==> src/rtl/lii_pkg.sv <==
`default_nettype none
// ============================================================================
//  Module      : lii_pkg
//  Description : Shared LII definitions. ID width, default packing width and
//                the output-arbiter state encoding.
//  Revision    : 1.0 - initial release
// ============================================================================
package lii_pkg;

  localparam int LII_ID_W       = 8;
  localparam int LII_PW_DEFAULT = 64;

  typedef enum logic [0:0] {
    IDLE  = 1'b0,
    GRANT = 1'b1
  } arb_state_e;

endpackage : lii_pkg
`default_nettype wire

==> src/rtl/rr_pick.sv <==
`default_nettype none
// ============================================================================
//  Module      : rr_pick
//  Description : Combinational round-robin picker. Returns the first asserted
//                request at or after ptr_i, wrapping modulo NREQ.
//  Ports       : req_i     - request vector
//                ptr_i     - starting index (must be < NREQ)
//                gnt_oh_o  - one-hot grant of the winner
//                gnt_idx_o - binary index of the winner
//                any_req_o - at least one request asserted
//  Revision    : 1.0 - initial release
// ============================================================================
module rr_pick #(
  parameter int NREQ  = 2,
  parameter int PTR_W = (NREQ > 1) ? $clog2(NREQ) : 1
) (
  input  logic [NREQ-1:0]  req_i,
  input  logic [PTR_W-1:0] ptr_i,
  output logic [NREQ-1:0]  gnt_oh_o,
  output logic [PTR_W-1:0] gnt_idx_o,
  output logic             any_req_o
);

  always_comb begin
    int idx;
    idx       = 0;
    gnt_oh_o  = '0;
    gnt_idx_o = '0;
    any_req_o = 1'b0;
    // Walk NREQ slots starting at ptr; the first hit wins.
    for (int k = 0; k < NREQ; k++) begin
      idx = int'(ptr_i) + k;
      if (idx >= NREQ) begin
        idx = idx - NREQ;
      end
      if (!any_req_o && req_i[idx]) begin
        any_req_o     = 1'b1;
        gnt_oh_o[idx] = 1'b1;
        gnt_idx_o     = PTR_W'(idx);
      end
    end
  end

endmodule : rr_pick
`default_nettype wire

==> src/rtl/lii_out_arbiter.sv <==
`default_nettype none
// ============================================================================
//  Module      : lii_out_arbiter
//  Description : Shares one LII output channel between NREQ requester
//                streams. Round-robin grants with bursts capped at MAX_BURST
//                beats, feeding a registered output stage that stamps
//                src = SRC_ID and dst = the granted requester's destination.
//  Ports       : aclk, arstn          - clock, async active-low reset
//                req_tdata/tvalid/tready/dst - NREQ requester streams
//                lii_out_p0_*         - registered output channel
//                busy                 - GRANT state or output beat pending
//                stat_beats           - per-requester beat counters
//                                       (only with LII_ARB_STATS_EN)
//  Build macro : LII_ARB_STATS_EN - adds saturating per-requester beat
//                counters and the stat_beats port.
//  Revision    : 1.0 - initial release
// ============================================================================
module lii_out_arbiter
  import lii_pkg::*;
#(
  parameter int                  NREQ      = 2,
  parameter int                  PW        = LII_PW_DEFAULT,
  parameter int                  MAX_BURST = 16,
  parameter logic [LII_ID_W-1:0] SRC_ID    = 8'h00
) (
  input  logic                     aclk,
  input  logic                     arstn,
  input  logic [NREQ*PW-1:0]       req_tdata,
  input  logic [NREQ-1:0]          req_tvalid,
  output logic [NREQ-1:0]          req_tready,
  input  logic [NREQ*LII_ID_W-1:0] req_dst,
  output logic [PW-1:0]            lii_out_p0_tdata,
  output logic                     lii_out_p0_tvalid,
  input  logic                     lii_out_p0_tready,
  output logic [LII_ID_W-1:0]      lii_out_p0_src,
  output logic [LII_ID_W-1:0]      lii_out_p0_dst,
  output logic                     busy
`ifdef LII_ARB_STATS_EN
  ,
  output logic [NREQ*32-1:0]       stat_beats
`endif
);

  localparam int                 c_ptr_w     = (NREQ > 1) ? $clog2(NREQ) : 1;
  localparam int                 c_cnt_w     = $clog2(MAX_BURST + 1);
  localparam logic [c_cnt_w-1:0] c_last_beat = c_cnt_w'(MAX_BURST - 1);

  arb_state_e           state_q;
  logic [c_ptr_w-1:0]   ptr_q;
  logic [c_ptr_w-1:0]   ptr_d;
  logic [c_ptr_w-1:0]   g_q;
  logic [NREQ-1:0]      gnt_oh_q;
  logic [c_cnt_w-1:0]   beat_cnt_q;
  logic [c_cnt_w-1:0]   beat_cnt_d;

  logic [PW-1:0]        tdata_q;
  logic                 tvalid_q;
  logic [LII_ID_W-1:0]  src_q;
  logic [LII_ID_W-1:0]  dst_q;

  logic [NREQ-1:0]      pick_oh;
  logic [c_ptr_w-1:0]   pick_idx;
  logic                 any_req;

  logic                 in_grant;
  logic                 can_load;
  logic                 grant_valid;
  logic                 xfer;
  logic                 burst_end;
  logic                 release_grant;
  logic [PW-1:0]        sel_tdata;
  logic [LII_ID_W-1:0]  sel_dst;

  rr_pick #(
    .NREQ  (NREQ),
    .PTR_W (c_ptr_w)
  ) u_rr_pick (
    .req_i     (req_tvalid),
    .ptr_i     (ptr_q),
    .gnt_oh_o  (pick_oh),
    .gnt_idx_o (pick_idx),
    .any_req_o (any_req)
  );

  // Mux the granted requester using the registered one-hot grant.
  always_comb begin
    sel_tdata   = '0;
    sel_dst     = '0;
    grant_valid = 1'b0;
    for (int i = 0; i < NREQ; i++) begin
      if (gnt_oh_q[i]) begin
        sel_tdata   = req_tdata[i*PW +: PW];
        sel_dst     = req_dst[i*LII_ID_W +: LII_ID_W];
        grant_valid = req_tvalid[i];
      end
    end
  end

  assign in_grant      = (state_q == GRANT);
  assign can_load      = ~tvalid_q | lii_out_p0_tready;
  assign xfer          = in_grant & grant_valid & can_load;
  assign burst_end     = xfer & (beat_cnt_q == c_last_beat);
  // Stalls (grant_valid=1, can_load=0) neither count nor release.
  assign release_grant = in_grant & (~grant_valid | burst_end);
  assign req_tready    = (in_grant & can_load) ? gnt_oh_q : '0;

  assign beat_cnt_d = xfer ? (beat_cnt_q + 1'b1) : beat_cnt_q;

  // Next pointer is one past the releasing requester, so it is served last
  // if it re-requests immediately.
  always_comb begin
    if (int'(g_q) >= NREQ - 1) begin
      ptr_d = '0;
    end else begin
      ptr_d = g_q + 1'b1;
    end
  end

  always_ff @(posedge aclk or negedge arstn) begin
    if (!arstn) begin
      state_q    <= IDLE;
      ptr_q      <= '0;
      g_q        <= '0;
      gnt_oh_q   <= '0;
      beat_cnt_q <= '0;
      tdata_q    <= '0;
      tvalid_q   <= 1'b0;
      src_q      <= '0;
      dst_q      <= '0;
    end else begin
      case (state_q)
        IDLE: begin
          if (any_req) begin
            state_q    <= GRANT;
            g_q        <= pick_idx;
            gnt_oh_q   <= pick_oh;
            beat_cnt_q <= '0;
          end
        end
        GRANT: begin
          beat_cnt_q <= beat_cnt_d;
          if (release_grant) begin
            state_q <= IDLE;
            ptr_q   <= ptr_d;
          end
        end
        default: begin
          state_q <= IDLE;
        end
      endcase

      // A load wins over a same-cycle pop, keeping tvalid high.
      if (xfer) begin
        tdata_q  <= sel_tdata;
        dst_q    <= sel_dst;
        src_q    <= SRC_ID;
        tvalid_q <= 1'b1;
      end else if (lii_out_p0_tready) begin
        tvalid_q <= 1'b0;
      end
    end
  end

  assign lii_out_p0_tdata  = tdata_q;
  assign lii_out_p0_tvalid = tvalid_q;
  assign lii_out_p0_src    = src_q;
  assign lii_out_p0_dst    = dst_q;
  assign busy              = in_grant | tvalid_q;

`ifdef LII_ARB_STATS_EN
  for (genvar i = 0; i < NREQ; i++) begin : g_stats
    logic [31:0] cnt_q;
    always_ff @(posedge aclk or negedge arstn) begin
      if (!arstn) begin
        cnt_q <= '0;
      end else if (xfer && gnt_oh_q[i] && (cnt_q != 32'hFFFF_FFFF)) begin
        cnt_q <= cnt_q + 32'd1;
      end
    end
    assign stat_beats[i*32 +: 32] = cnt_q;
  end
`endif

endmodule : lii_out_arbiter
`default_nettype wire

==> config.mk <==
export PLATFORM = sky130hd
export DESIGN_NAME = lii_out_arbiter
export DESIGN_NICKNAME = d
export VERILOG_FILES = /design/src/rtl/lii_pkg.sv /design/src/rtl/rr_pick.sv /design/src/rtl/lii_out_arbiter.sv
export SDC_FILE = /design/constraint.sdc
export NUM_CORES = 1
export LEC_CHECK = 0
export ABC_AREA = 1
export CORE_MARGIN = 3
export CORE_UTILIZATION = 35
export DETAILED_ROUTE_END_ITERATION = 16
export PLACE_DENSITY_LB_ADDON = 0.1
export SYNTH_ARGS = -nofsm -noshare
export SYNTH_HDL_FRONTEND = slang
export SYNTH_HIERARCHICAL = 1
export SYNTH_SLANG_ARGS = --single-unit
==> constraint.sdc <==
create_clock -name aclk -period 1.9 [get_ports aclk]
set_input_delay 0.285 -clock aclk [delete_from_list [all_inputs] [get_ports aclk]]
set_output_delay 0.285 -clock aclk [all_outputs]
set_load 0.01 [all_outputs]
# [After elaboration in Yosys (flattened, before gate mapping)]
# Index checks and enable logic that the tools add are counted.
[totals] ff_bits=83 input_bits=149 output_inout_bits=84 elab_cells=77
[op_classes] n_addsub=5 n_lt_le_gt_ge=7 eq_ne=3 mux=34 n_bitwise=12 n_reduce_logical=8
[ops] op="$mux W64" count=2
[ops] op="$ge A32 B1 Y1 const B" count=2
[ops] op="$lt A32 B3 Y1 const B" count=2
[ops] op="$mux W32" count=2
[ops] op="$ge A32 B3 Y1 const B" count=1
[ops] op="$sub A32 B3 Y32 const B" count=1
[ops] op="$mux W1" count=19
[ops] op="$mux W8" count=2
[ops] op="$mux W5" count=2
[ops] op="$pmux W5 S2" count=1
[ops] op="$mux W2" count=3
[ops] op="$reduce_and A2 Y1" count=3
[ops] op="$add A5 B1 Y5 const B" count=1
[ops] op="$and A1 B1 Y1" count=5
[ops] op="$eq A5 B4 Y1 const B" count=1
[ops] op="$logic_and A1 B1 Y1" count=3
[ops] op="$not A1 Y1" count=3
[ops] op="$or A1 B1 Y1" count=3
[ops] op="$sub A1 B2 Y3 const B" count=1
[ops] op="$add A1 B1 Y2 const B" count=1
[ops] op="$demux W1 S1" count=2
[ops] op="$ge A1 B2 Y1 const B" count=1
[ops] op="$ne A2 B1 Y1 const B" count=1
[ops] op="$ne A2 B2 Y1 const B" count=1
[ops] op="6 further kinds" count=6

# [Longest topological paths before layout]
# Gate-level depths: netlist of run 1.
[depth] depth_word=11 depth_mapped=9 ltp_nobuf=9

# [Cells and area by module]
# The synthesis of run 1 kept the hierarchy.
[by_module_without_submodules] mod="lii_out_arbiter" n_inst=1 cells_each=632 area_each_um2=4490.6
[by_module_without_submodules] mod="rr_pick" n_inst=1 cells_each=14 area_each_um2=55.1

# [Worst setup path after synthesis of run 1]
# No wires, ideal clock.
[synth_path] kind="reg2out" from="register tvalid_q (netlist: lii_out_p0_tvalid)" to="output req_tready[0]" arrival_time_ns=1.134 required_ns=1.615 slack_ns=0.481 stages_incl_launch_ff=6 cell_sequence="dfrtp_1 -> a21oi_2 -> buf_4 -> buf_4 -> inv_2 -> nor2_1"
[synth_via] elab_chain_len=4
[synth_lines] element="start, declared" line="lii_out_arbiter.sv:57" source="logic tvalid_q;"
[synth_lines] element="start signal, assigned" line="lii_out_arbiter.sv:127" source="tvalid_q <= 1'b0;"
[synth_lines] element="start signal, assigned" line="lii_out_arbiter.sv:157" source="tvalid_q <= 1'b1;"
[synth_lines] element="start signal, assigned" line="lii_out_arbiter.sv:159" source="tvalid_q <= 1'b0;"
[synth_lines] element="$not A1 Y1" line="lii_out_arbiter.sv:100" source="assign can_load = ~tvalid_q | lii_out_p0_tready;"
[synth_lines] element="$or A1 B1 Y1" line="lii_out_arbiter.sv:100"
[synth_lines] element="$and A1 B1 Y1" line="lii_out_arbiter.sv:105" source="assign req_tready = (in_grant & can_load) ? gnt_oh_q : '0;"
[synth_lines] element="$mux W2" line="lii_out_arbiter.sv:105"
[synth_lines] element="end, declared" line="lii_out_arbiter.sv:30" source="output logic [NREQ-1:0] req_tready,"
# No other way between the ends.

# [Worst setup path in the final report of run 1]
[layout_path] from="register tvalid_q (netlist: lii_out_p0_tvalid)" to="output busy"
[layout_via] elab_chain_len=1
[layout_lines] element="$or A1 B1 Y1" line="lii_out_arbiter.sv:168" source="assign busy = in_grant | tvalid_q;"
[layout_lines] element="end, declared" line="lii_out_arbiter.sv:37" source="output logic busy"
# No other way between the ends.

==> results of run 1 <==
[stage by stage]
| step | cell area, um2 | hold WS (ps) |
|---|---|---|
| after global placement | 6872 | 350.9 |
| after floorplan | 4572 | -10.59 |
| after CTS | 7174 | 472.0 |
| after global routing | 7174 | 482.5 |
| after detailed placement | 6872 | 352.3 |
| final | 7174 | 468.0 |
[layout make-up]
type / instances / area [um2]
Timing Repair Buffer: 243 / 2407
Fill cell: 1179 / 5497
Clock buffer: 13 / 260.3
Tap cell: 172 / 215.2
Clock inverter: 2 / 35.03
Multi-Input combinational cell: 502 / 2136
Inverter: 11 / 41.29
Sequential cell: 83 / 2079
[layout by cell type (no fill, tap or decap), types with 2 or more instances in the layout]
cell type        count
nand3_1            152
ha_1                 2
inv_2                3
nand2_1            315
inv_1                8
a21oi_1              2
conb_1               8
buf_12               2
buf_4               17
dfrtp_1             81
dlygate4sd2_1        2
clkdlybuf4s50_1    221
clkbuf_8             2
dfrtp_2              2
nand2_2              2
clkbuf_16            9
nor2_1              13
clkbuf_1             2
[worst max path at each step]
| stage | cells past startpoint | slack [ps] | startpoint | to |
|---|---|---|---|---|
| 2_1_floorplan | 5 | 480 | lii_out_p0_tvalid | req_tready[0] |
| 4_1_cts | 2 | 60 | lii_out_p0_tvalid | busy |
| 5_1_grt | 2 | 40 | lii_out_p0_tvalid | busy |
| 3_5_place_dp | 6 | -60 | lii_out_p0_tready | req_tready[0] |
| 6_report | 2 | 80 | lii_out_p0_tvalid | busy |
| 3_3_place_gp | 6 | -70 | lii_out_p0_tready | req_tready[1] |
[kinds of logic after synthesis]
family                     Yosys count
buffers and inverters               68
other                                1
AOI/OAI and AO/OA                    4
and+or+nand+nor                    487
adders and majority gates            2
DFF                                 83
muxes                                1
[critical path: stages (launching register included)]
cell             delay, ps
dfrtp_1                430
or2_2                  290
clkdlybuf4s50_1        490
[power by group through the flow]
stage | registers (mW) | clock network (mW) | logic (mW)
6_report | 2.96 | 1.74 | 5.73
3_3_place_gp | 2.95 | 0 | 5.72
2_1_floorplan | 3.21 | 0 | 3.03
3_5_place_dp | 2.99 | 0 | 5.81
4_1_cts | 2.97 | 1.79 | 5.82
5_1_grt | 3.06 | 1.85 | 6.37
[registers in the layout, indices dropped and copies added (netlist names)]
register / count
beat_cnt_q: 5
g_q: 1
gnt_oh_q: 2
in_grant: 1
lii_out_p0_dst: 8
lii_out_p0_tdata: 64
lii_out_p0_tvalid: 1
ptr_q: 1
[routing by layer]
| layer | track usage, % | share of wire [%] |
|---|---|---|
| met3 | 4.995 | 7.4 |
| met5 | 0 | 0 |
| met4 | 6.371 | 1.3 |
| met1 | 24.96 | 42 |
| met2 | 34.60 | 49 |
[what timing repair did]
action	CTS	global route
hold buffers	1	0
endpoints found under the setup margin	2	0
hold endpoints to repair	9	0
gates resized for setup	2	0
==> key figures, run 1 <==
Run status
  – Status: finished, final reports clean

Timing
  – Slew of the pin with the lowest slew margin: 543.5 ps
  – Final worst setup slack: 77.39 ps
  – Slew Limit Headroom: 63.77%
  – Clock skew: 3.727 ps
  – Final min period: 1823 ps
  – RSZ-0062 raised after global routing: false
  – Fin Setup TNS: 0 ps
  – Max Clk Rate: 548.7 MHz
  – Tcrit/Tclk final: 95.93%
  – Final Hold Viols: 0
  – Max-slew violation count: 0
  – Final setup viols: 0

Yosys
  – Share of flip-flops with an asynchronous set or reset: 100.0%
  – EDFF count, synth: 0
  – Synth Area in Adders: 0.5505%
  – Synth Area in Compound Gates: 0.5230%
  – Syn avg cell area: 7.037 um2
  – Top cells by count, synth: nand2_1 (316), nand3_1 (152), dfrtp_1 (83)
  – Syn. warnings: 6
  – Synth top area cells: dfrtp_1 (46%), nand2_1 (26%), nand3_1 (17%)
  – Main combinational cell family by area after synthesis: simple AND/OR/NAND/NOR gates
  – FF+latch count, synth: 83
  – Top cell type's share of synthesized area: 45.69%
  – Count leader, synth: nand2_1
  – Prevailing post-synth register cell: dfrtp_1
  – Synth Area in Simple Gates: 44.78%
  – Largest area contributor in the netlist: dfrtp_1
  – Yosys cell types: 22
  – XOR/XNOR Fraction of Synth Area: 0%
  – Mux share of post-synthesis cell area: 0.2477%
  – Post-Syn Instances: 646
  – Sequential share of the synthesized area: 45.69%
  – Netlist Area Pre-Place: 0.004546 mm2

Placed design
  – Placed Cells: 1010
  – Number of port buffers: 224
  – Post-DP HPWL: 10.70 mm
  – Pre-CTS setup slack: -60.74 ps
  – GPL Wtd Cong: 0.7977

Worst setup path
  – Critical R2R Capture: lii_out_p0_tdata[52]
  – WP data arrival: 1540 ps
  – Worst-path fanout max: 4
  – Reg2Reg Setup Slack: 320 ps
  – WP data required: 1620 ps
  – CP Class: flip-flop to output pin
  – Reg2Reg Depth: 6
  – Crit path launch type: flip-flop
  – RR Startpoint: in_grant
  – Critical path endpoint category: output pin

Power and ir drop
  – PwrDens: 1454 mW/mm2
  – NetSw: 4.385 mW
  – Leakage: 3.614 nW
  – Sw Ratio: 42.02%
  – Pint: 6.049 mW
  – Gate power share: 54.9%
  – Flop pwr share: 28.4%
  – Final total power: 10.43 mW
  – Clock network power share: 16.7%
  – Peak supply drop: 0.6400 mV

Global routing
  – Vias in the first global route: 4679
  – Tot GR Track Use: 20.18%
  – Largest net degree at the start of global routing: 84
  – First-pass GRT wire length: 23.57 mm
  – Initial antenna violation count: 0
  – Grt total ovfl: 0

Clock network
  – Clock latency on the worst-skew pair: 330 ps
  – TritonCTS Buffers: 9
  – Htree depth: 3
  – Clk root buf: clkbuf_16
  – CTS tree: yes
  – Clock-pin slew on the worst setup and hold paths: 60 ps
  – Clock tree sinks: 83
  – Max Buffers Root-to-Sink: 2
  – Post-CTS Setup Inserts: 0

Routing
  – DRC: 0
  – Vias per std cell: 4.768
  – Total length of routed wires: 14.87 mm
  – Avg WL per Cell: 14.49 um
  – Via count: 4892
  – Initial DRT Pass Iterations: 4
  – Initial DRC Count: 301
  – Post-route ant nets: 0

Hold path
  – Worst hold stages: 2
  – Worst hold endpoint: lii_out_p0_tdata[17]
  – Hold path start: lii_out_p0_tdata[17]
  – Hold WC Path Type: flip-flop to flip-flop

Cells and area
  – Synth-to-layout area growth: 57.83%
  – Util after Layout: 56.62%
  – Nets: 1001
  – # diodes: 0
  – Share of layout cells above drive strength 1: 5.035%
  – Fin cells: 1026

Floorplanning
  – Chip width: 120.0 um
  – Height of the die: 120.0 um
  – Core area: 0.01267 mm2
  – Core Rows: 41
  – Die ar.: 0.01439 mm2
  – Initial core utilization: 35.87%
  – IO Pins: 233

Job
  – Total of max-cap violations: 0
No activity file was read; power rests on OpenSTA's default activity.
==> run 2, diff against run 1 <==
==> constraint.sdc (replaced) <==
create_clock -name aclk -period 1.9 [get_ports aclk]
set_input_delay 0.57 -clock aclk [delete_from_list [all_inputs] [get_ports aclk]]
set_output_delay 0.57 -clock aclk [all_outputs]
set_load 0.01 [all_outputs]
==> key figures, run 2 (same netlist as run 1, synthesis figures left out) <==
Job
  – Total of max-cap violations: 0 (unchanged)

Placed design
  – Placed Area: 0.006969 mm2 (was 0.006872 mm2)
  – GPL Wtd Cong: 0.8112 (was 0.7977)
  – Number of port buffers: 224 (unchanged)
  – Post-DP HPWL: 10.74 mm (was 10.70 mm)

Floorplanning
  – Die ar.: 0.01439 mm2 (unchanged)
  – IO Pins: 233 (unchanged)
  – Height of the die: 120.0 um (unchanged)
  – Core area: 0.01267 mm2 (unchanged)
  – Core Rows: 41 (unchanged)
  – Initial core utilization: 35.87% (unchanged)
  – Chip width: 120.0 um (unchanged)

Worst setup path
  – RR Startpoint: lii_out_p0_tvalid (was in_grant)
  – Critical path endpoint category: output pin (unchanged)
  – Reg2Reg Depth: 6 (unchanged)
  – Worst-path fanout max: 3 (was 4)
  – Kind of cell adding the most delay to the critical path: flip-flops (was buffers and inverters)
  – Crit path launch type: flip-flop (unchanged)
  – WP data arrival: 1310 ps (was 1540 ps)
  – Reg2Reg Setup Slack: 200 ps (was 320 ps)
  – Slowest-stage cell, CP: dfrtp_1 (was clkdlybuf4s50_1)
  – Crit path largest cell delay: 400 ps (was 490 ps)
  – Critical R2R Capture: lii_out_p0_tdata[58] (was lii_out_p0_tdata[52])
  – CP Class: flip-flop to output pin (unchanged)
  – Cells along the critical path: buf_6 -> a21oi_4 -> inv_2 -> nor2_2 -> buf_2 (was or2_2 -> clkdlybuf4s50_1)
  – WP buf/inv: 3 (was 1)
  – WP data required: 1330 ps (was 1620 ps)

Clock network
  – Clock-pin slew on the worst setup and hold paths: 60 ps (about the same)
  – Hold Buf Count CTS: 0 (was 1)
  – CTS tree: yes (unchanged)
  – Max Buffers Root-to-Sink: 2 (unchanged)
  – Clk root buf: clkbuf_16 (unchanged)
  – Clock tree sinks: 83 (unchanged)
  – Clock latency on the worst-skew pair: 330 ps (about the same)
  – TritonCTS Buffers: 9 (unchanged)
  – Htree depth: 3 (unchanged)

Routing
  – Initial DRC Count: 283 (was 301)
  – DRC: 0 (unchanged)
  – Vias per std cell: 4.737 (was 4.768)
  – Post-route ant nets: 0 (unchanged)
  – Total length of routed wires: 14.52 mm (was 14.87 mm)
  – Initial DRT Pass Iterations: 5 (was 4)
  – Avg WL per Cell: 14.00 um (was 14.49 um)
  – Via count: 4912 (was 4892)

Timing
  – Final min period: 1877 ps (was 1823 ps)
  – RSZ-0062 raised after global routing: true (was false)
  – Clock skew: 7.252 ps (was 3.727 ps)
  – Slew Limit Headroom: 50.06% (was 63.77%)
  – Slew of the pin with the lowest slew margin: 749.1 ps (was 543.5 ps)
  – Tcrit/Tclk final: 98.81% (was 95.93%)
  – Max Clk Rate: 532.7 MHz (was 548.7 MHz)
  – Final setup viols: 0 (unchanged)
  – Final Hold Viols: 0 (unchanged)
  – Max-slew violation count: 0 (unchanged)
  – Fin Setup TNS: 0 ps (unchanged)

Global routing
  – Tot GR Track Use: 20.18% (about the same)
  – Initial antenna violation count: 0 (unchanged)
  – Largest net degree at the start of global routing: 73 (was 84)
  – Grt total ovfl: 0 (unchanged)
  – Vias in the first global route: 4766 (was 4679)
  – First-pass GRT wire length: 23.72 mm (was 23.57 mm)

Hold path
  – Hold WC Path Type: primary input to asynchronous set/reset pin (was flip-flop to flip-flop)

Cells and area
  – Synth-to-layout area growth: 60.01% (was 57.83%)
  – Commonest cells after routing, fill and taps aside: nand2_1 (315), clkdlybuf4s50_1 (218), nand3_1 (152) (was nand2_1 (315), clkdlybuf4s50_1 (221), nand3_1 (152))
  – Share of layout cells above drive strength 1: 7.052% (was 5.035%)
  – # diodes: 0 (unchanged)
  – Most common library cell in the layout ignoring fill and taps: nand2_1 (unchanged)
  – Final Instance Area: 0.007273 mm2 (was 0.007174 mm2)
  – Nets: 1011 (was 1001)
  – Max FFs per register: 64 (unchanged)

Power and ir drop
  – Peak supply drop: 0.7006 mV (was 0.6400 mV)
  – PwrDens: 1439 mW/mm2 (was 1454 mW/mm2)
  – Leakage: 3.669 nW (was 3.614 nW)

Run status
  – Status: finished, final reports clean (unchanged)
-- run 2: cell type report --
type,count,area (um2)
Timing Repair Buffer,253,2515
Fill cell,1204,5398
Clock buffer,12,256.5
Clock inverter,4,25.02
Inverter,11,41.29
Tap cell,172,215.2
Sequential cell,83,2079
Multi-Input combinational cell,502,2141
-- run 2: metal layers --
layer / wire length [um] / part of all wire, % / GRT usage (%)
met1: 6016 / 41 / 24.60
met2: 7177 / 49 / 35.27
met3: 1201 / 8.3 / 5.137
met4: 126 / 0.87 / 5.727
met5: 0 / 0 / 0
-- run 2: how the worst max path moves through the flow --
stage | startpoint | endpoint | slack (ps) | depth (start not counted)
detailed placement | lii_out_p0_tready | req_tready[0] | -640 | 6
floorplan | lii_out_p0_tready | req_tready[0] | 40 | 6
finish | lii_out_p0_tvalid | req_tready[0] | 20 | 5
global route | lii_out_p0_tvalid | req_tready[0] | -60 | 5
global placement | lii_out_p0_tready | req_tready[1] | -620 | 6
CTS | lii_out_p0_tvalid | req_tready[1] | -3 | 5
-- run 2: timing repair --
item,4_1_cts,5_1_grt
setup endpoints to repair,54,52
setup buffers,3,0
gates resized for setup,15,2
pin swaps,2,2
-- run 2: worst reg2reg max path, stage by stage, from the launching register on --
cell and delay (ps):
dfrtp_1 400, buf_6 130, a21oi_4 150, buf_4 310, buf_6 400, nand3_1 160
nand2_1 90
-- run 2: where the power goes --
group	internal, mW	switching (mW)
Clock	0.952	0.675
Sequential	2.51	0.426
Combinational	2.61	3.29
-- run 2: per-stage QoR --
| step | power, mW | hold slack (ps) | cells | utilization (%) | setup WS, ps |
|---|---|---|---|---|---|
| 6_report | 10.47 | 115.8 | 1037 | 57.40 | 22.64 |
| 5_1_grt | 11.40 | 117.2 | 1037 | 57.40 | -55.00 |
| 4_1_cts | 10.61 | 108.3 | 1037 | 57.35 | -3.111 |
| 3_5_place_dp | 8.931 | 457.7 | 1018 | 55.00 | -637.1 |
| 3_3_place_gp | 8.823 | 452.9 | 1018 | 55.00 | -621.5 |
| 2_1_floorplan | 6.238 | 274.4 | 653 | - | 44.91 |
==> run 3, diff against run 2 <==
Settings changed: TNS_END_PERCENT set to 30.
==> key figures, run 3 (same netlist as run 1, synthesis figures left out) <==
Run status
  – Status: finished, final reports clean (unchanged)

Clock network
  – Clk root buf: clkbuf_16 (unchanged)
  – Clock-pin slew on the worst setup and hold paths: 60 ps (about the same)
  – Max Buffers Root-to-Sink: 2 (unchanged)
  – CTS tree: yes (unchanged)
  – Htree depth: 3 (unchanged)
  – TritonCTS Buffers: 9 (unchanged)
  – Clock latency on the worst-skew pair: 330 ps (about the same)
  – Clock tree sinks: 83 (unchanged)

Cells and area
  – Final Instance Area: 0.007269 mm2 (was 0.007273 mm2)
  – Layout filler cell count: 1206 (was 1204)
  – Nets: 1011 (unchanged)
  – Commonest cells after routing, fill and taps aside: nand2_1 (315), clkdlybuf4s50_1 (218), nand3_1 (152) (unchanged)
  – # diodes: 0 (unchanged)
  – Most common library cell in the layout ignoring fill and taps: nand2_1 (unchanged)
  – Synth-to-layout area growth: 59.92% (was 60.01%)
  – Fin cells: 1037 (unchanged)
  – Share of layout cells above drive strength 1: 7.052% (unchanged)
  – Max FFs per register: 64 (unchanged)

Timing
  – Final Hold Viols: 0 (unchanged)
  – Hold Slack: 114.5 ps (was 115.8 ps)
  – Max-slew violation count: 0 (unchanged)
  – Tcrit/Tclk final: 96.62% (was 98.81%)
  – Clock skew: 8.976 ps (was 7.252 ps)
  – Final setup viols: 0 (unchanged)
  – Max Clk Rate: 544.7 MHz (was 532.7 MHz)
  – Slew Limit Headroom: 49.77% (was 50.06%)
  – Final min period: 1836 ps (was 1877 ps)
  – Slew of the pin with the lowest slew margin: 753.4 ps (was 749.1 ps)
  – RSZ-0062 raised after global routing: false (was true)

Placed design
  – Placed Area: 0.006969 mm2 (unchanged)
  – Number of port buffers: 224 (unchanged)
  – Post-DP HPWL: 10.74 mm (unchanged)
  – Placed Cells: 1018 (unchanged)
  – GPL Wtd Cong: 0.8112 (unchanged)

Worst setup path
  – CP Class: primary input to output pin (was flip-flop to output pin)
  – Crit path launch type: primary input (was flip-flop)
  – Worst-path fanout max: 2 (was 3)
  – WP data required: 1330 ps (about the same)
  – WP buf/inv: 4 (was 3)
  – Critical path endpoint category: output pin (unchanged)
  – Cells along the critical path: dlygate4sd2_1 -> inv_2 -> a21oi_4 -> inv_2 -> nor2_2 -> buf_2 (was buf_6 -> a21oi_4 -> inv_2 -> nor2_2 -> buf_2)
  – Crit-path most repeated cell: inv_2
  – WP data arrival: 1270 ps (was 1310 ps)
  – Crit path largest cell delay: 200 ps (was 400 ps)
  – Slowest-stage cell, CP: dlygate4sd2_1 (was dfrtp_1)
  – Kind of cell adding the most delay to the critical path: buffers and inverters (was flip-flops)

Global routing
  – Initial antenna violation count: 0 (unchanged)
  – Vias in the first global route: 4757 (was 4766)
  – Tot GR Track Use: 20.16% (was 20.18%)
  – Grt total ovfl: 0 (unchanged)
  – First-pass GRT wire length: 23.69 mm (was 23.72 mm)
  – Largest net degree at the start of global routing: 73 (unchanged)

Routing
  – Via count: 4911 (was 4912)
  – Avg WL per Cell: 14.03 um (was 14.00 um)
  – Post-route ant nets: 0 (unchanged)
  – Total length of routed wires: 14.55 mm (was 14.52 mm)
  – Initial DRC Count: 280 (was 283)
  – Initial DRT Pass Iterations: 4 (was 5)
  – Vias per std cell: 4.736 (was 4.737)
  – DRC: 0 (unchanged)

Power and ir drop
  – PwrDens: 1439 mW/mm2 (about the same)
  – Peak supply drop: 0.6988 mV (was 0.7006 mV)
  – Leakage: 3.668 nW (was 3.669 nW)
  – Final total power: 10.46 mW (was 10.47 mW)

Floorplanning
  – Chip width: 120.0 um (unchanged)
  – Initial core utilization: 35.87% (unchanged)
  – Core area: 0.01267 mm2 (unchanged)
  – Die ar.: 0.01439 mm2 (unchanged)
  – Height of the die: 120.0 um (unchanged)
  – IO Pins: 233 (unchanged)
  – Core Rows: 41 (unchanged)

Job
  – Total of max-cap violations: 0 (unchanged)

Hold path
  – Hold WC Path Type: primary input to asynchronous set/reset pin (unchanged)
run 3: cell types whose count changed in the layout (fill, tap and decap cells not counted):
cell	delta
buf_6	-1
buf_4	+1
run 3: cell type report:
type	count	area [um2]	area share [%]
repair buffers	253	2511	34.54
well taps	172	215.2	2.960
inverters	11	41.29	0.5680
multi-input cells	502	2141	29.45
flip-flops and latches	83	2079	28.61
clock buffers	12	256.5	3.528
clock inverters	4	25.02	0.3442
run 3: report_power, final:
part           total, mW  switching, mW  internal [mW]
Clock               1.63          0.674          0.952
Sequential          2.94          0.428           2.51
Combinational       5.90           3.29           2.61
run 3: timing repair:
item,in CTS,in global routing
hold buffers,0,0
resized for setup,14,2
buffers inserted,2,1
endpoints found under the setup margin,54,44
pin swaps,2,1
run 3: worst register-to-register path, stage by stage, from the launching register on:
cell     delay [ps]
dfrtp_1         420
a21oi_4         180
buf_4           120
buf_4           270
buf_6           400
nand3_1         160
nand2_1          90
run 3: path summary, 6_finish.rpt:
path | startpoint | to | slack (ps) | depth (start not counted)
worst min-delay path | arstn | lii_out_p0_tdata[31] | 110 | 1
worst max register to register | lii_out_p0_tvalid | lii_out_p0_tdata[52] | 200 | 6
min in group aclk | lii_out_p0_tdata[29] | lii_out_p0_tdata[29] | 470 | 2
max in group asynchronous | arstn | lii_out_p0_tdata[52] | 1200 | 2
worst min register to register | lii_out_p0_tdata[29] | lii_out_p0_tdata[29] | 470 | 2
worst max-delay path | lii_out_p0_tready | req_tready[1] | 60 | 6
run 3: routing by layer:
layer | global-route usage [%] | part of all wire [%] | routed length, um | vias to the layer above
li1 | - | - | - | 2467
met1 | 24.60 | 40 | 5879 | 2272
met2 | 35.19 | 50 | 7310 | 166
met3 | 5.137 | 9.0 | 1307 | 6
met4 | 5.727 | 0.38 | 55 | 0
met5 | 0 | 0 | 0 | -
run 3: metrics by stage:
stage | util, % | worst slack (ps) | setup TNS (ps)
after floorplan | - | 44.91 | 0
after global placement | 55.00 | -621.5 | -31340
after detailed placement | 55.00 | -637.1 | -34070
after CTS | 57.26 | 13.67 | 0
after global routing | 57.37 | 7.176 | 0
final | 57.37 | 64.23 | 0
